<file path="src/rtl/act_mem_readout.sv">
// Streams a contiguous block of activation-memory words through a 2-entry FIFO to a valid/ready port.
// Optional double-buffer half select is enabled with macro ACT_READOUT_BUFSEL_EN (adds input buf_sel).
module act_mem_readout #(
    parameter int ADDR_W = 12,
    parameter int DATA_W = 32
) (
    input  logic              clk,
    input  logic              reset,
    input  logic              start,
    input  logic [ADDR_W-1:0] base_addr,
    input  logic [ADDR_W:0]   num_words,
`ifdef ACT_READOUT_BUFSEL_EN
    input  logic              buf_sel,
`endif
    output logic              busy,
    output logic              done,
    output logic              mem_req,
    output logic [ADDR_W-1:0] mem_addr,
    input  logic [DATA_W-1:0] mem_rdata,
    output logic              out_valid,
    output logic [DATA_W-1:0] out_data,
    input  logic              out_ready
);

    typedef enum logic [1:0] {
        IDLE  = 2'd0,
        RUN   = 2'd1,
        DRAIN = 2'd2
    } state_t;

    localparam logic [ADDR_W-1:0] ADDR_ONE  = {{(ADDR_W-1){1'b0}}, 1'b1};
    localparam logic [ADDR_W:0]   CNT_ZERO  = {(ADDR_W+1){1'b0}};
    localparam logic [ADDR_W:0]   CNT_ONE   = {{ADDR_W{1'b0}}, 1'b1};

    state_t            state_q, state_d;
    logic              busy_q, busy_d;
    logic              done_q, done_d;
    logic [ADDR_W-1:0] addr_q, addr_d;
    logic [ADDR_W:0]   remaining_q, remaining_d;
    logic              inflight_q, inflight_d;
    logic [1:0]        count_q, count_d;
    logic              rd_ptr_q, rd_ptr_d;
    logic              wr_ptr_q, wr_ptr_d;
    logic [DATA_W-1:0] fifo0_q, fifo0_d;
    logic [DATA_W-1:0] fifo1_q, fifo1_d;

    logic              pop_s;
    logic              push_s;
    logic              mem_req_s;
    logic [2:0]        occ_after_s;
    logic [ADDR_W-1:0] start_addr_s;

`ifdef ACT_READOUT_BUFSEL_EN
    localparam logic [ADDR_W-1:0] HALF_OFFSET = {1'b1, {(ADDR_W-1){1'b0}}};
    assign start_addr_s = buf_sel ? (base_addr + HALF_OFFSET) : base_addr;
`else
    assign start_addr_s = base_addr;
`endif

    // Request gating: a read is only issued if its data is guaranteed a FIFO slot on arrival.
    always_comb begin
        pop_s       = (count_q != 2'd0) && out_ready;
        push_s      = inflight_q;
        occ_after_s = {1'b0, count_q} + {2'b00, inflight_q} - {2'b00, pop_s};
        mem_req_s   = (state_q == RUN) && (remaining_q != CNT_ZERO) && (occ_after_s < 3'd2);
    end

    // Sequencer next-state, address and word-count bookkeeping.
    always_comb begin
        state_d     = state_q;
        done_d      = 1'b0;
        addr_d      = addr_q;
        remaining_d = remaining_q;
        inflight_d  = mem_req_s;
        case (state_q)
            IDLE: begin
                if (start && !busy_q) begin
                    addr_d      = start_addr_s;
                    remaining_d = num_words;
                    if (num_words == CNT_ZERO) begin
                        done_d = 1'b1;
                    end else begin
                        state_d = RUN;
                    end
                end else begin
                    state_d = IDLE;
                end
            end
            RUN: begin
                if (mem_req_s && (remaining_q == CNT_ONE)) begin
                    state_d = DRAIN;
                end else begin
                    state_d = RUN;
                end
            end
            DRAIN: begin
                // Last word leaves when it is the only one buffered and nothing is still in flight.
                if (pop_s && (count_q == 2'd1) && !inflight_q) begin
                    state_d = IDLE;
                    done_d  = 1'b1;
                end else begin
                    state_d = DRAIN;
                end
            end
            default: begin
                state_d = IDLE;
            end
        endcase
        if (mem_req_s) begin
            addr_d      = addr_q + ADDR_ONE;
            remaining_d = remaining_q - CNT_ONE;
        end else begin
            addr_d      = addr_d;
        end
        busy_d = (state_d != IDLE) || done_d;
    end

    // Two-entry FIFO pointer, occupancy and storage update.
    always_comb begin
        fifo0_d  = fifo0_q;
        fifo1_d  = fifo1_q;
        wr_ptr_d = wr_ptr_q;
        rd_ptr_d = rd_ptr_q;
        count_d  = count_q;
        if (push_s) begin
            if (wr_ptr_q) begin
                fifo1_d = mem_rdata;
            end else begin
                fifo0_d = mem_rdata;
            end
            wr_ptr_d = ~wr_ptr_q;
        end else begin
            wr_ptr_d = wr_ptr_q;
        end
        if (pop_s) begin
            rd_ptr_d = ~rd_ptr_q;
        end else begin
            rd_ptr_d = rd_ptr_q;
        end
        count_d = count_q + {1'b0, push_s} - {1'b0, pop_s};
    end

    // State registers; reset drops any buffered or in-flight data.
    always_ff @(posedge clk or posedge reset) begin
        if (reset) begin
            state_q     <= IDLE;
            busy_q      <= 1'b0;
            done_q      <= 1'b0;
            addr_q      <= {ADDR_W{1'b0}};
            remaining_q <= CNT_ZERO;
            inflight_q  <= 1'b0;
            count_q     <= 2'd0;
            rd_ptr_q    <= 1'b0;
            wr_ptr_q    <= 1'b0;
            fifo0_q     <= {DATA_W{1'b0}};
            fifo1_q     <= {DATA_W{1'b0}};
        end else begin
            state_q     <= state_d;
            busy_q      <= busy_d;
            done_q      <= done_d;
            addr_q      <= addr_d;
            remaining_q <= remaining_d;
            inflight_q  <= inflight_d;
            count_q     <= count_d;
            rd_ptr_q    <= rd_ptr_d;
            wr_ptr_q    <= wr_ptr_d;
            fifo0_q     <= fifo0_d;
            fifo1_q     <= fifo1_d;
        end
    end

    assign busy      = busy_q;
    assign done      = done_q;
    assign mem_req   = mem_req_s;
    assign mem_addr  = addr_q;
    assign out_valid = (count_q != 2'd0);
    assign out_data  = rd_ptr_q ? fifo1_q : fifo0_q;

endmodule

</file>
<file path="config.mk">
export PLATFORM = sky130hd
export DESIGN_NAME = act_mem_readout
export DESIGN_NICKNAME = d
export VERILOG_FILES = /design/src/rtl/act_mem_readout.sv
export SDC_FILE = /design/constraint.sdc
export NUM_CORES = 1
export LEC_CHECK = 0
export BUFFER_PORTS_ARGS = -buffer_cell sky130_fd_sc_hd__buf_2
export CAP_MARGIN = 20
export CORE_UTILIZATION = 50
export DETAILED_ROUTE_END_ITERATION = 7
export GPL_TIMING_DRIVEN = 0
export PLACE_DENSITY_LB_ADDON = 0.05
export SLEW_MARGIN = 15
export SYNTH_ARGS = -nofsm -noshare
export SYNTH_HDL_FRONTEND = slang
export SYNTH_SLANG_ARGS = --single-unit
</file>
<file path="constraint.sdc">
create_clock -name clk -period 3.39 [get_ports clk]
set_input_delay 0.5085 -clock clk [delete_from_list [all_inputs] [get_ports clk]]
set_output_delay 0.5085 -clock clk [all_outputs]
set_load 0.02 [all_outputs]
</file>
==> summary.md <==
| Metric | Value |
|---|---|
| CP endpoint kind | `primary output` |
| CTS tree | `built` |
| Critical Path Slowest Stage Cell | `fa_1` |
| Ys async rst share | `100%` |
| Critical path, cell by cell | `nand3_1, o21ai_0, ha_1, fa_1, nor3b_4, and2_1, nand2_1, inv_2, buf_2` |
| Number of global-route vias before repair | `3736` |
| Nets@finish | `592` |
| Register area share after synthesis | `50.6%` |
| Cells after synthesis | `404` |
| Post-route ant nets | `0` |
| Count of final hold-check violations | `0` |
| Boundary Pins | `109` |
| Worst path bufs/invs | `2` |
| Via Count | `3736` |
| Max Fclk | `309 MHz` |
| Min cycle time layout | `3.23 ns` |
| Max incr delay on CP | `0.50 ns` |
| #FFs+latches synth | `98` |
| Min-Delay Path Class | `in2async` |
| Clk_skew | `0.0161 ns` |
| Max-slew headroom | `43.1%` |
| CP top delay family | `simple AND/OR/NAND/NOR gates` |
| P_leak | `2.54 nW` |
| Leading area contributor after synthesis | `dfrtp_1` |
| Clk Latency, worst-skew pair | `0.36 ns` |
| Syn Std Cell Area | `4850 µm²` |
| Detailed Routing Iterations Pass 1 | `4` |
| DRC | `0` |
| Largest net degree at the start of global routing | `51` |
| Main synth FF type | `dfrtp_1` |
| Count leader, synth | `dfrtp_1` |
| Slew Limit Fails | `0` |
| Drt total wl | `11200 µm` |
| Area growth from synthesis to layout | `19.4%` |
| HPWL after DPL | `7990 µm` |
| Mapped Avg Cell Area | `12.0 µm²` |
| Per-cell routed wire length | `17.0 µm` |
| TritonCTS Buffers | `9` |
| Synth warn | `0` |
| Die footprint | `10100 µm²` |
| Reg2reg setup slack | `0.44 ns` |
| Fin crit share | `95.4%` |
| Post-synth cell types | `53` |
| Cell row count | `35` |
| DRT iter0 DRCs | `120` |
| Power Total | `5.90 mW` |
| Max clock buf depth | `2` |
| First-pass GRT wire length | `18400 µm` |
| Initial core utilization | `52.0%` |
| Share of layout cells above drive strength 1 | `45.1%` |
| Power Dens Cells | `1020 nW/µm²` |
| Area contributors post-synth | `dfrtp_1 51%, mux2_2 21%, nand2_1 3.0%, o211ai_1 2.2%, nand3_1 1.4%` |
| Initial antenna violation count | `0` |
| Crit path max fanout | `5` |
| RSZ-0062 raised after global routing | `false` |
| Net Count, Synth | `470` |
| Clk sinks | `98` |
| Vias/cell | `5.67` |
| Setup_tns | `0 ns` |
| CTS clk-pin slew, worst paths | `0.09 ns` |
| Routability cong. | `0.884` |
| Status | `finished, final reports clean` |
| CTS Root Cell | `clkbuf_8` |
| Die Span X | `100 µm` |
| Die height | `100 µm` |
| Global route overflow | `0` |
| VDD IR max | `495 µV` |
| H-tree depth | `3` |
| Critical path class | `reg2out` |
| CP required | `2.88 ns` |
| Core region area | `9330 µm²` |
| CP startpoint kind | `register` |
| Slew @ Worst Pin | `0.852 ns` |
| Max-cap violations | `0` |
| Port bufs | `108` |
| Post-synth top area share | `50.6%` |
| Number of synthesized flops with an enable pin | `0` |
| Commonest cells post-synth | `98 x dfrtp_1, 92 x mux2_2, 39 x nand2_1` |
| GRT Util Overall | `23.7%` |
| Worst path arrival time | `2.73 ns` |
| Final setup viols | `0` |
| Diodes inserted | `0` |
## final timing paths
kind	from	endpoint	depth (start not counted)
hold reg to reg	fifo0_q[10]	fifo0_q[10]	1
setup / recovery	count_q[1]	mem_req	9
setup reg to reg	count_q[1]	mem_addr[1]	9
max in group asynchronous	reset	mem_addr[1]	3
hold / removal	reset	fifo0_q[9]	2
min in group clk	num_words[12]	remaining_q[12]	3
## sequential cells by signal, indices dropped and copies added, names as in the netlist
| signal | count |
|---|---|
| fifo0_q | 32 |
| fifo1_q | 32 |
| remaining_q | 13 |
| mem_addr | 12 |
| count_q | 2 |
| state_q | 2 |
| busy | 1 |
| done | 1 |
| inflight_q | 1 |
| rd_ptr_q | 1 |
| wr_ptr_q | 1 |
## worst reg2reg max path: cells and delay by family (launching register included)
kind | cells | cell delay (ns)
AO/OA/AOI/OAI | 3 | 0.88
buffers and inverters | 1 | 0.16
AND/OR/NAND/NOR | 3 | 0.60
adder cells (fa/ha/maj) | 2 | 0.70
flip-flops | 1 | 0.46
## repair_timing
item,4_1_cts,5_1_grt
setup buffers,0,2
hold buffers,0,0
setup endpoints to repair,1,1
pin swaps,0,1
gates resized for setup,1,0
gates cloned,0,0
## cells in the final DEF, fill, tap and decap left out, types with 6 or more instances in the layout
master	count
buf_1	6
clkbuf_8	9
nand3_1	14
dfrtp_1	98
nand4_1	9
nor4_1	8
o211ai_1	14
nand2_1	39
clkbuf_1	10
nor3_1	8
mux2_2	92
buf_2	113
inv_1	10
nor2_1	12
## layout make-up
type,instances,area [µm²]
Multi-Input combinational cell,270,2230
Timing Repair Buffer,111,583
Fill cell,789,3540
Sequential cell,98,2450
Tap cell,129,161
Clock buffer,10,128
Clock inverter,5,63.8
Buffer,24,126
Inverter,12,50.0
## layer usage
| metal | share of wire (%) | track usage, % | up-vias |
|---|---|---|---|
| met4 | 2.0 | 9.25 | 0 |
| li1 | - | - | 1748 |
| met5 | 0 | 0 | - |
| met1 | 43 | 31.8 | 1833 |
| met2 | 48 | 39.0 | 134 |
| met3 | 6.5 | 3.54 | 21 |
## metrics by stage
stage | hold slack (ns) | instance area, µm² | instances | setup slack [ns] | utilization, %
final | 0.186 | 5790 | 659 | 0.156 | 62.1
after global routing | 0.214 | 5790 | 659 | 0.0261 | 62.1
after CTS | 0.200 | 5780 | 657 | 0.0269 | 61.9
after detailed placement | 0.476 | 5590 | 642 | 0.152 | 59.9
after global placement | 0.463 | 5550 | 641 | -0.801 | 59.5
after floorplan | 0.454 | 4850 | 404 | 0.319 | -
## cell families (layout without fill, tap and decap cells)
group	count (synthesis)	count (layout)	synth area share (%)
muxes	96	96	22.3
buffers and inverters	36	162	3.53
DFF	98	98	50.6
and+or+nand+nor	112	112	12.6
adders and majority gates	5	5	1.44
AOI/OAI and AO/OA	54	54	8.85
xor gates and xnor gates	3	3	0.697
## report_power, final
part,internal (mW),switching (mW)
Sequential,1.75,0.397
Clock,0.343,0.411
Combinational,1.36,1.64
Total,3.45,2.45
Note: power is estimated with default switching activity, not from simulation.
